<file path="src/rtl/ysyx_25040101_lsu_pkg.sv">
// Shared types for the LSU: FSM states, access sizes, AXI response codes.
// Also holds the misalignment rule used at issue time.
package ysyx_25040101_lsu_pkg;

   typedef enum logic [2:0] {
      S_IDLE    = 3'd0,
      S_RD_ADDR = 3'd1,
      S_RD_DATA = 3'd2,
      S_WR_REQ  = 3'd3,
      S_WR_RESP = 3'd4
   } lsu_state_e;

   typedef enum logic [1:0] {
      SZ_B = 2'd0,
      SZ_H = 2'd1,
      SZ_W = 2'd2
   } lsu_size_e;

   localparam logic [1:0] RESP_OKAY   = 2'b00;
   localparam logic [1:0] RESP_EXOKAY = 2'b01;
   localparam logic [1:0] RESP_SLVERR = 2'b10;
   localparam logic [1:0] RESP_DECERR = 2'b11;

   function automatic logic misaligned(input lsu_size_e sz, input logic [1:0] off);
      logic bad;
      bad = 1'b0;
      case (sz)
         SZ_H:    bad = off[0];
         SZ_W:    bad = (off != 2'b00);
         default: bad = 1'b0;
      endcase
      return bad;
   endfunction

endpackage

</file>
<file path="src/rtl/ysyx_25040101_lsu_lane.sv">
// Byte-lane steering: store strobe/data alignment and load extraction/extension.
// Purely combinational, no handshake.
import ysyx_25040101_lsu_pkg::*;

module ysyx_25040101_lsu_lane (
   input  lsu_size_e   size_i,
   input  logic        sext_i,
   input  logic [1:0]  off_i,
   input  logic [31:0] st_data_i,
   input  logic [31:0] ld_word_i,
   output logic [3:0]  wstrb_o,
   output logic [31:0] wdata_o,
   output logic [31:0] ld_data_o
);

   logic [4:0]  sh_amt;
   logic [31:0] ld_shift;

   assign sh_amt   = {off_i, 3'b000};
   assign wdata_o  = st_data_i << sh_amt;
   assign ld_shift = ld_word_i >> sh_amt;

   always_comb begin
      wstrb_o = 4'b0000;
      case (size_i)
         SZ_B:    wstrb_o = 4'b0001 << off_i;
         SZ_H:    wstrb_o = 4'b0011 << off_i;
         SZ_W:    wstrb_o = 4'b1111;
         default: wstrb_o = 4'b0000;
      endcase
   end

   always_comb begin
      ld_data_o = ld_shift;
      case (size_i)
         SZ_B:    ld_data_o = {24'h0, ld_shift[7:0]};
         SZ_H:    ld_data_o = sext_i ? {{16{ld_shift[15]}}, ld_shift[15:0]}
                                     : {16'h0, ld_shift[15:0]};
         default: ld_data_o = ld_shift;
      endcase
   end

endmodule

</file>
<file path="src/rtl/ysyx_25040101_lsu.sv">
// Multi-cycle load/store unit with an AXI4-Lite master; stalls the core until
// the bus responds, then pulses done_o with extended load data one cycle later.
import ysyx_25040101_lsu_pkg::*;

module ysyx_25040101_lsu #(
   parameter int unsigned TIMEOUT_CYC = 1024,
   parameter int unsigned AW          = 32
) (
   input  logic          clk_i,
   input  logic          rst_i,
   input  logic          valid_i,
   input  logic [AW-1:0] addr_i,
   input  logic [31:0]   wdata_i,
   input  logic          read_1B_mem_en_i,
   input  logic          read_2B_mem_en_i,
   input  logic          read_2B_sext_mem_en_i,
   input  logic          read_4B_mem_en_i,
   input  logic          write_1B_mem_en_i,
   input  logic          write_2B_mem_en_i,
   input  logic          write_4B_mem_en_i,
   output logic          stall_o,
   output logic          done_o,
   output logic          err_o,
   output logic [31:0]   rdata_o,
   output logic [AW-1:0] araddr_o,
   output logic          arvalid_o,
   input  logic          arready_i,
   input  logic [31:0]   rdata_i,
   input  logic [1:0]    rresp_i,
   input  logic          rvalid_i,
   output logic          rready_o,
   output logic [AW-1:0] awaddr_o,
   output logic          awvalid_o,
   output logic [31:0]   wdata_o,
   output logic [3:0]    wstrb_o,
   output logic          wvalid_o,
   input  logic          awready_i,
   input  logic          wready_i,
   input  logic [1:0]    bresp_i,
   input  logic          bvalid_i,
   output logic          bready_o
);

   localparam logic [31:0] WD_LAST = (TIMEOUT_CYC == 0) ? 32'd0 : 32'(TIMEOUT_CYC - 1);

   lsu_state_e    state_q, state_d;
   lsu_size_e     size_q, size_d;
   logic          sext_q, sext_d;
   logic [1:0]    off_q, off_d;
   logic [AW-1:0] araddr_q, araddr_d;
   logic [AW-1:0] awaddr_q, awaddr_d;
   logic [31:0]   wdata_q, wdata_d;
   logic [3:0]    wstrb_q, wstrb_d;
   logic          arvalid_q, arvalid_d;
   logic          rready_q, rready_d;
   logic          awvalid_q, awvalid_d;
   logic          wvalid_q, wvalid_d;
   logic          bready_q, bready_d;
   logic          done_q, done_d;
   logic          err_q, err_d;
   logic [31:0]   rdata_q, rdata_d;
   logic [31:0]   wdog_q, wdog_d;

   logic [6:0]    en_vec;
   logic          any_en, multi_en, is_rd, start, bad;
   lsu_size_e     st_size;
   lsu_size_e     lane_size;
   logic [1:0]    lane_off;
   logic [3:0]    lane_wstrb;
   logic [31:0]   lane_wdata, lane_ld;

   assign en_vec = {write_4B_mem_en_i, write_2B_mem_en_i, write_1B_mem_en_i,
                    read_4B_mem_en_i, read_2B_sext_mem_en_i, read_2B_mem_en_i,
                    read_1B_mem_en_i};
   assign any_en   = |en_vec;
   assign multi_en = |(en_vec & (en_vec - 7'd1));
   assign is_rd    = |en_vec[3:0];

   always_comb begin
      st_size = SZ_B;
      if (read_4B_mem_en_i || write_4B_mem_en_i) begin
         st_size = SZ_W;
      end else if (read_2B_mem_en_i || read_2B_sext_mem_en_i || write_2B_mem_en_i) begin
         st_size = SZ_H;
      end
   end

   // !done_q keeps the just-completed instruction from issuing a second time.
   assign start = (state_q == S_IDLE) && valid_i && any_en && !done_q;
   assign bad   = multi_en || misaligned(st_size, addr_i[1:0]);

   // Store alignment is needed at issue (IDLE), load extraction later from latched op.
   assign lane_size = (state_q == S_IDLE) ? st_size : size_q;
   assign lane_off  = (state_q == S_IDLE) ? addr_i[1:0] : off_q;

   ysyx_25040101_lsu_lane u_lane (
      .size_i    (lane_size),
      .sext_i    (sext_q),
      .off_i     (lane_off),
      .st_data_i (wdata_i),
      .ld_word_i (rdata_i),
      .wstrb_o   (lane_wstrb),
      .wdata_o   (lane_wdata),
      .ld_data_o (lane_ld)
   );

   always_comb begin
      state_d   = state_q;
      size_d    = size_q;
      sext_d    = sext_q;
      off_d     = off_q;
      araddr_d  = araddr_q;
      awaddr_d  = awaddr_q;
      wdata_d   = wdata_q;
      wstrb_d   = wstrb_q;
      arvalid_d = arvalid_q;
      rready_d  = rready_q;
      awvalid_d = awvalid_q;
      wvalid_d  = wvalid_q;
      bready_d  = bready_q;
      rdata_d   = rdata_q;
      done_d    = 1'b0;
      err_d     = 1'b0;
      wdog_d    = 32'd0;

      case (state_q)
         S_IDLE: begin
            if (start) begin
               if (bad) begin
                  done_d  = 1'b1;
                  err_d   = 1'b1;
                  rdata_d = 32'h0;
               end else begin
                  off_d  = addr_i[1:0];
                  size_d = st_size;
                  sext_d = read_2B_sext_mem_en_i;
                  if (is_rd) begin
                     araddr_d  = {addr_i[AW-1:2], 2'b00};
                     arvalid_d = 1'b1;
                     state_d   = S_RD_ADDR;
                  end else begin
                     awaddr_d  = {addr_i[AW-1:2], 2'b00};
                     wdata_d   = lane_wdata;
                     wstrb_d   = lane_wstrb;
                     awvalid_d = 1'b1;
                     wvalid_d  = 1'b1;
                     state_d   = S_WR_REQ;
                  end
               end
            end
         end
         S_RD_ADDR: begin
            if (arvalid_q && arready_i) begin
               arvalid_d = 1'b0;
               rready_d  = 1'b1;
               state_d   = S_RD_DATA;
            end
         end
         S_RD_DATA: begin
            if (rvalid_i && rready_q) begin
               rready_d = 1'b0;
               rdata_d  = lane_ld;
               err_d    = (rresp_i != RESP_OKAY);
               done_d   = 1'b1;
               state_d  = S_IDLE;
            end
         end
         S_WR_REQ: begin
            // AW and W retire independently; B is only accepted once both have.
            if (awready_i) awvalid_d = 1'b0;
            if (wready_i)  wvalid_d  = 1'b0;
            if (!awvalid_d && !wvalid_d) begin
               bready_d = 1'b1;
               state_d  = S_WR_RESP;
            end
         end
         S_WR_RESP: begin
            if (bvalid_i && bready_q) begin
               bready_d = 1'b0;
               rdata_d  = 32'h0;
               err_d    = (bresp_i != RESP_OKAY);
               done_d   = 1'b1;
               state_d  = S_IDLE;
            end
         end
         default: state_d = S_IDLE;
      endcase

      if (state_q != S_IDLE) begin
         if (state_d != S_IDLE) wdog_d = wdog_q + 32'd1;
         if ((TIMEOUT_CYC != 0) && (wdog_q == WD_LAST)) begin
            arvalid_d = 1'b0;
            rready_d  = 1'b0;
            awvalid_d = 1'b0;
            wvalid_d  = 1'b0;
            bready_d  = 1'b0;
            rdata_d   = 32'h0;
            done_d    = 1'b1;
            err_d     = 1'b1;
            wdog_d    = 32'd0;
            state_d   = S_IDLE;
         end
      end
   end

   always_ff @(posedge clk_i) begin
      if (rst_i) begin
         state_q   <= S_IDLE;
         size_q    <= SZ_B;
         sext_q    <= 1'b0;
         off_q     <= 2'b00;
         araddr_q  <= '0;
         awaddr_q  <= '0;
         wdata_q   <= 32'h0;
         wstrb_q   <= 4'h0;
         arvalid_q <= 1'b0;
         rready_q  <= 1'b0;
         awvalid_q <= 1'b0;
         wvalid_q  <= 1'b0;
         bready_q  <= 1'b0;
         done_q    <= 1'b0;
         err_q     <= 1'b0;
         rdata_q   <= 32'h0;
         wdog_q    <= 32'd0;
      end else begin
         state_q   <= state_d;
         size_q    <= size_d;
         sext_q    <= sext_d;
         off_q     <= off_d;
         araddr_q  <= araddr_d;
         awaddr_q  <= awaddr_d;
         wdata_q   <= wdata_d;
         wstrb_q   <= wstrb_d;
         arvalid_q <= arvalid_d;
         rready_q  <= rready_d;
         awvalid_q <= awvalid_d;
         wvalid_q  <= wvalid_d;
         bready_q  <= bready_d;
         done_q    <= done_d;
         err_q     <= err_d;
         rdata_q   <= rdata_d;
         wdog_q    <= wdog_d;
      end
   end

   assign stall_o   = (state_q != S_IDLE) || start;
   assign done_o    = done_q;
   assign err_o     = err_q;
   assign rdata_o   = rdata_q;
   assign araddr_o  = araddr_q;
   assign arvalid_o = arvalid_q;
   assign rready_o  = rready_q;
   assign awaddr_o  = awaddr_q;
   assign awvalid_o = awvalid_q;
   assign wdata_o   = wdata_q;
   assign wstrb_o   = wstrb_q;
   assign wvalid_o  = wvalid_q;
   assign bready_o  = bready_q;

endmodule
</file>
<file path="config.mk">
export PLATFORM = sky130hd
export DESIGN_NAME = ysyx_25040101_lsu
export DESIGN_NICKNAME = d
export VERILOG_FILES = /design/src/rtl/ysyx_25040101_lsu_pkg.sv /design/src/rtl/ysyx_25040101_lsu_lane.sv /design/src/rtl/ysyx_25040101_lsu.sv
export SDC_FILE = /design/constraint.sdc
export NUM_CORES = 1
export LEC_CHECK = 0
export BUFFER_PORTS_ARGS = -buffer_cell sky130_fd_sc_hd__buf_2
export CORE_MARGIN = 8
export CORE_UTILIZATION = 59
export CTS_BUF_LIST = sky130_fd_sc_hd__clkbuf_8
export CTS_CLUSTER_SIZE = 10
export DETAILED_ROUTE_END_ITERATION = 8
export PLACE_DENSITY_LB_ADDON = 0.1
export SKIP_CTS_REPAIR_TIMING = 1
export SYNTH_ARGS = -nofsm -noshare
export SYNTH_HDL_FRONTEND = slang
export SYNTH_HIERARCHICAL = 1
export SYNTH_SLANG_ARGS = --single-unit
</file>
<file path="constraint.sdc">
create_clock -name clk_i -period 4.6 [get_ports clk_i]
set_input_delay 0.23 -clock clk_i [delete_from_list [all_inputs] [get_ports clk_i]]
set_output_delay 0.23 -clock clk_i [all_outputs]
set_load 0.02 [all_outputs]
</file>
# --- Yosys cells after proc, flatten, opt, wreduce, memory -nomap -nowiden ---
# Cells that the tools add are included.
# Widths: inputs -> output; s select.
op_classes:
  add_sub_neg: 2
  n_eq_ne: 9
  shifts: 4
  mux: 70
  bitwise_logic: 5
  n_reduce_logical: 29
op_table:
  columns: ["cell", "n"]
  rows:
  - ["$mux 32", 7]
  - ["$pmux 32 s3", 1]
  - ["$pmux 32 s2", 1]
  - ["$mux 1", 39]
  - ["$add 32x1->32 const B", 1]
  - ["$eq 32x10->1 const B", 1]
  - ["$shl 32x5->32", 1]
  - ["$shr 32x5->32", 1]
  - ["$mux 3", 8]
  - ["$pmux 3 s5", 1]
  - ["$reduce_or 7->1", 2]
  - ["$pmux 1 s2", 6]
  - ["$pmux 4 s3", 1]
  - ["$mux 2", 4]
  - ["$reduce_and 4->1", 2]
  - ["$reduce_or 4->1", 2]
  - ["$and 7x7->7", 1]
  - ["$logic_and 1x1->1", 7]
  - ["$sub 7x1->7 const B", 1]
  - ["$eq 3x2->1 const B", 2]
  - ["$pmux 1 s3", 2]
  - ["$reduce_bool 2->1", 3]
  - ["$reduce_bool 3->1", 2]
  - ["$logic_or 1x1->1", 5]
  - ["other kinds (11)", 18]
word_totals:
  ff_bits: 175
  out_inout_bits: 140

# --- Longest topological paths before layout ---
depth:
  depth_word: 13
  ltp_mapped: 12

# --- By module ---
# The synthesis kept the hierarchy.
by_module_without_submodules:
  columns: ["module", "n_inst", "cells_per_inst", "area_each_um2"]
  rows:
  - ["ysyx_25040101_lsu", 1, 912, 7800.0]
  - ["ysyx_25040101_lsu_lane", 1, 196, 1295.0]

# --- Least setup slack after synthesis ---
# OpenSTA, ideal clock, no wires.
synth_path:
  kind: "register to register"
  startpoint: "register state_q[1]"
  endpoint: "register awaddr_q[17] (netlist: awaddr_o[17])"
  setup_ps: 132
  arrival_time_ps: 2105
  path_slack_ps: 2362
  stages_incl_launch_ff: 9
  synth_period_minus_slack_ps: 2238
  path_cell_list: "dfxtp_1 > buf_2 > nor3_2 > nand3b_2 > or4_4 > buf_6 > buf_1 > o31ai_1 > a21oi_1"
synth_via:
  elab_chain_len: 5
synth_lines:
  columns: ["item", "line_no", "source"]
  rows:
  - ["start: declaration", "ysyx_25040101_lsu.sv:46", "lsu_state_e state_q, state_d;"]
  - ["start signal: assignment", "ysyx_25040101_lsu.sv:226", "state_q <= state_d;"]
  - ["$logic_not 3->1 (*)", "ysyx_25040101_lsu.sv:89, ysyx_25040101_lsu.sv:126", null]
  - ["$logic_and 1x1->1 (3 in a row)", "ysyx_25040101_lsu.sv:89", "assign start = (state_q == S_IDLE) && valid_i && any_en && !done_q;"]
  - ["$reduce_and 4->1 (no source line) (*)", null, null]
  - ["end signal: assignment", "ysyx_25040101_lsu.sv:231", "awaddr_q <= awaddr_d;"]
  - ["end: declaration", "ysyx_25040101_lsu.sv:51", "logic [AW-1:0] awaddr_q, awaddr_d;"]
# Every way passes the cells marked *; elsewhere a longest branch is shown, timed or not.
# A chain may end at the register's enable or synchronous reset.

# --- Worst setup path after layout ---
layout_path:
  startpoint: "register state_q[2]"
  endpoint: "register wdog_q[19]"
layout_via:
  elab_chain_len: 9
layout_lines:
  columns: ["item", "line_no", "source"]
  rows:
  - ["$logic_not 3->1", "ysyx_25040101_lsu.sv:89, ysyx_25040101_lsu.sv:126", null]
  - ["$logic_and 1x1->1 (3 in a row)", "ysyx_25040101_lsu.sv:89", null]
  - ["$mux 3", "ysyx_25040101_lsu.sv:128", "if (start) begin"]
  - ["$pmux 3 s5", "ysyx_25040101_lsu.sv:126", "case (state_q)"]
  - ["$reduce_bool 3->1", "ysyx_25040101_lsu.sv:190", "if (state_d != S_IDLE) wdog_d = wdog_q + 32'd1;"]
  - ["$not 1->1 (no source line)", null, null]
  - ["$reduce_or 4->1 (no source line) (*)", null, null]
  - ["end signal: assignment", "ysyx_25040101_lsu.sv:242", "wdog_q <= wdog_d;"]
  - ["end: declaration", "ysyx_25040101_lsu.sv:62", "logic [31:0] wdog_q, wdog_d;"]
# Marks and branches as above.

==> key figures <==
Route
  – Iteration-0 DRC count of the detailed router: 1110
  – Vias: 9206
  – # DRC: 0
  – 1st-pass router iterations: 5
  – Vias per cell: 6.212
  – Antenna-violating nets left: 0
  – DRT Wirelength: 28.06 mm
  – DR WL/cell: 18.94 um

Setup path
  – Slowest stage delay, CP: 1.01 ns
  – Slowest cell on crit path: or4_4
  – CP required: 5.01 ns
  – Most frequent CP cell: nor3_2
  – Crit path kind: reg2reg
  – Worst path depth: 5
  – R2R depth: 5
  – Crit end category: register
  – Setup crit start kind: register
  – WP data arrival: 3.70 ns
  – Cell Chain, Critical Path: nor3_2 > nand3b_2 > or4_4 > o21a_2 > nor3_2
  – CP top delay family: simple AND/OR/NAND/NOR gates
  – CP max FO: 102
  – CP bufs+invs: 0

Floorplanning
  – Die area: 19640 sq um
  – Chip Height: 140.2 um
  – Core region area: 15150 sq um
  – Boundary Pins: 255
  – Die width: 140.2 um
  – Num rows: 45
  – Initial Util: 60.05%

Job
  – Max-cap violations: 0

Pwr
  – Pwr per Cell Area: 274.8 nW/um^2
  – Peak VDD IR: 0.0001865 V
  – Pleak: 4.035 nW

GRT
  – Total GRT Usage: 27.29%
  – Global route total overflow: 0
  – Pin count of the biggest net entering global routing: 103
  – Initial antenna violation count: 1
  – Number of global-route vias before repair: 8282
  – First-pass GRT wire length: 44.22 mm

Final layout
  – Nets: 1396
  – Fraction of layout instances using a drive strength above 1: 27.46%
  – Area growth syn-to-layout: 17.48%
  – Filler Cells Inserted: 1307

Synth
  – Asr flop ratio synth: 0%
  – Mapped cell area: 9095 sq um
  – Yosys warnings: 6
  – FF+latch count, synth: 175
  – Yosys cell types: 56
  – Post-synthesis cell count: 1108
  – Top_reg_cell synth: dfxtp_1
  – Post-synth EDFFs: 0
  – Sequential-to-total area share from yosys stat: 38.52%
  – Synth Area per Inst: 8.208 sq um

STA
  – Fin. Hold Viols: 1
  – Finish-stage setup viols: 0
  – Fmax: 0.3038 GHz
  – Clk_skew: 0.01314 ns
  – Fin crit period: 3.291 ns
  – Setup TNS: 0 ns
  – RSZ-0062 raised after global routing: no
  – WHS: -0.004243 ns
  – Slew Limit Fails: 0
  – Final period utilization: 71.55%
  – Max-slew headroom: 25.33%
  – Slew @ Worst Pin: 1.120 ns

Status
  – Failing checks: hold timing
  – Status: finished, violations left

Min path
  – Tightest Hold Check Type: in2reg
  – Hold Path Depth: 3

Placement
  – GP Congestion: 0.9120
  – Post-DP HPWL: 18.43 mm
  – IO Port Bufs: 250

Clock network
  – Max Root-Sink Buffers: 2
  – CTS Buf Count: 17
  – H-tree lvl count: 4
  – Root Buffer: clkbuf_8
  – Clock edge transition at the registers on the reported setup and hold paths: 0.11 ns
  – Clock sink total: 175
  – Worst-skew pair later-pin latency: 0.49 ns
  – CTS tree: done
cell usage in the layout, fill, tap and decap left out, types with 2 or more instances in the layout:
master         Yosys  final
buf_2             14    249
dfxtp_1          175    175
a21oi_1          118    118
o31ai_1          100    100
nand2_1           96     94
nand3_1           81     81
nand4_1           78     78
o21ai_0           70     70
mux2i_1           34     34
nor3_2            31     33
nor2_1            30     29
xnor2_1           20     20
nor4_1            17     17
clkbuf_8           0     17
nor2b_1           14     14
buf_4              7     14
xor2_1            10     10
nor3_1            11      9
a211oi_1          10      9
o21ai_1            9      9
inv_1              9      9
and2_1             9      9
dlygate4sd3_1      0      9
mux2_2             8      8
a2bb2oi_1          7      7
and4_1             6      6
clkinv_4           0      5
nand3b_1           4      4
conb_1             1      4
inv_6              0      4
inv_8              0      4
or3_1              3      3
nand2b_1           3      2
o311ai_0           2      2
and3_1             2      2
o21a_1             2      2
a311oi_1           2      2
o21a_2             2      2
nor3b_1            2      2
power breakdown:
part / total, mW / switching (mW) / internal [mW]
Sequential: 1.52 / 0.00126 / 1.52
Combinational: 0.320 / 0.213 / 0.107
Clock: 1.10 / 0.641 / 0.457
path summary, 6_finish.rpt:
check	startpoint	to	slack [ns]
worst min register to register	rdata_o[5]	rdata_o[5]	0.46
worst min-delay path	addr_i[20]	araddr_o[20]	-0.004
worst max register to register	state_q[2]	wdog_q[19]	1.31
worst max-delay path	state_q[2]	wdog_q[19]	1.31
final cells by class:
cell class	instances	area (sq um)	area share, %
diodes	1	2.502	0.02342
clock buffers	17	234.0	2.190
clock inverters	15	170.2	1.593
inverters	9	33.78	0.3162
multi-input cells	804	5045	47.21
flip-flops and latches	175	3503	32.79
well taps	188	235.2	2.201
repair buffers	273	1461	13.68
cells in the mapped netlist, drive strengths merged (3+ instances only):
| cell type | instances | share of area, % |
|---|---|---|
| nor4 | 18 | 1.4 |
| and2 | 9 | 0.62 |
| nand4 | 78 | 5.4 |
| a21oi | 118 | 6.5 |
| and4 | 6 | 0.58 |
| nand3 | 81 | 4.5 |
| xor2 | 10 | 0.96 |
| nand3b | 5 | 0.45 |
| a211oi | 10 | 0.83 |
| nor3b | 3 | 0.37 |
| mux2 | 8 | 0.99 |
| xnor2 | 20 | 1.9 |
| a2bb2oi | 7 | 0.67 |
| or3 | 3 | 0.21 |
| o21a | 4 | 0.36 |
| inv | 9 | 0.37 |
| nor2b | 15 | 1.1 |
| nand2 | 96 | 4.0 |
| buf | 37 | 3.0 |
| clkbuf | 86 | 3.6 |
| o21ai | 79 | 4.3 |
| o31ai | 100 | 8.3 |
| nand2b | 3 | 0.21 |
| dfxtp | 175 | 39 |
| nor2 | 30 | 1.2 |
| nor3 | 42 | 4.0 |
| mux2i | 34 | 3.7 |
state kept, by name, summed over array words and instances (netlist names):
signal     cells
rdata_o       32
wdata_o       32
wdog_q        32
araddr_o      30
awaddr_o      30
wstrb_o        4
state_q        3
off_q          2
size_q         2
arvalid_o      1
awvalid_o      1
bready_o       1
done_o         1
err_o          1
rready_o       1
sext_q         1
wvalid_o       1
metal layers:
metal | routed length, um | vias to the layer above | share of wire (%) | GRT usage (%)
met5 | 0 | - | 0 | 0
met2 | 13070 | 416 | 47 | 42.24
met1 | 12110 | 4285 | 43 | 36.32
met4 | 786 | 0 | 2.8 | 10.34
li1 | - | 4445 | - | -
met3 | 2102 | 60 | 7.5 | 6.184
worst reg2reg max path: stages (launching register included):
cell,delay [ns]
dfxtp_1,0.42
nor3_2,0.52
nand3b_2,0.27
or4_4,1.02
o21a_2,0.68
nor3_2,0.31
per-stage QoR:
step	power (mW)	instance area (sq um)	setup slack [ns]	instances	util [%]
2_1_floorplan	1.751	9106	2.362	1111	-
3_3_place_gp	1.859	10190	1.334	1440	67.27
3_5_place_dp	1.859	10190	1.311	1440	67.27
4_1_cts	2.941	10590	1.325	1472	69.94
5_1_grt	3.044	10690	1.125	1482	70.55
6_report	2.936	10690	1.309	1482	70.55
cell families (layout without fill, tap and decap cells):
kind of cell | Yosys count | in the layout | share of synthesized area [%]
mux | 42 | 42 | 4.733
fa+ha+maj | 1 | 1 | 0.1375
flops | 175 | 175 | 38.52
other cells | 1 | 5 | 0.04123
buf+inv | 132 | 314 | 6.892
compound gates | 331 | 331 | 22.18
simple gates | 396 | 396 | 24.61
xor+xnor | 30 | 30 | 2.889
No activity file was read; power rests on OpenSTA's default activity.
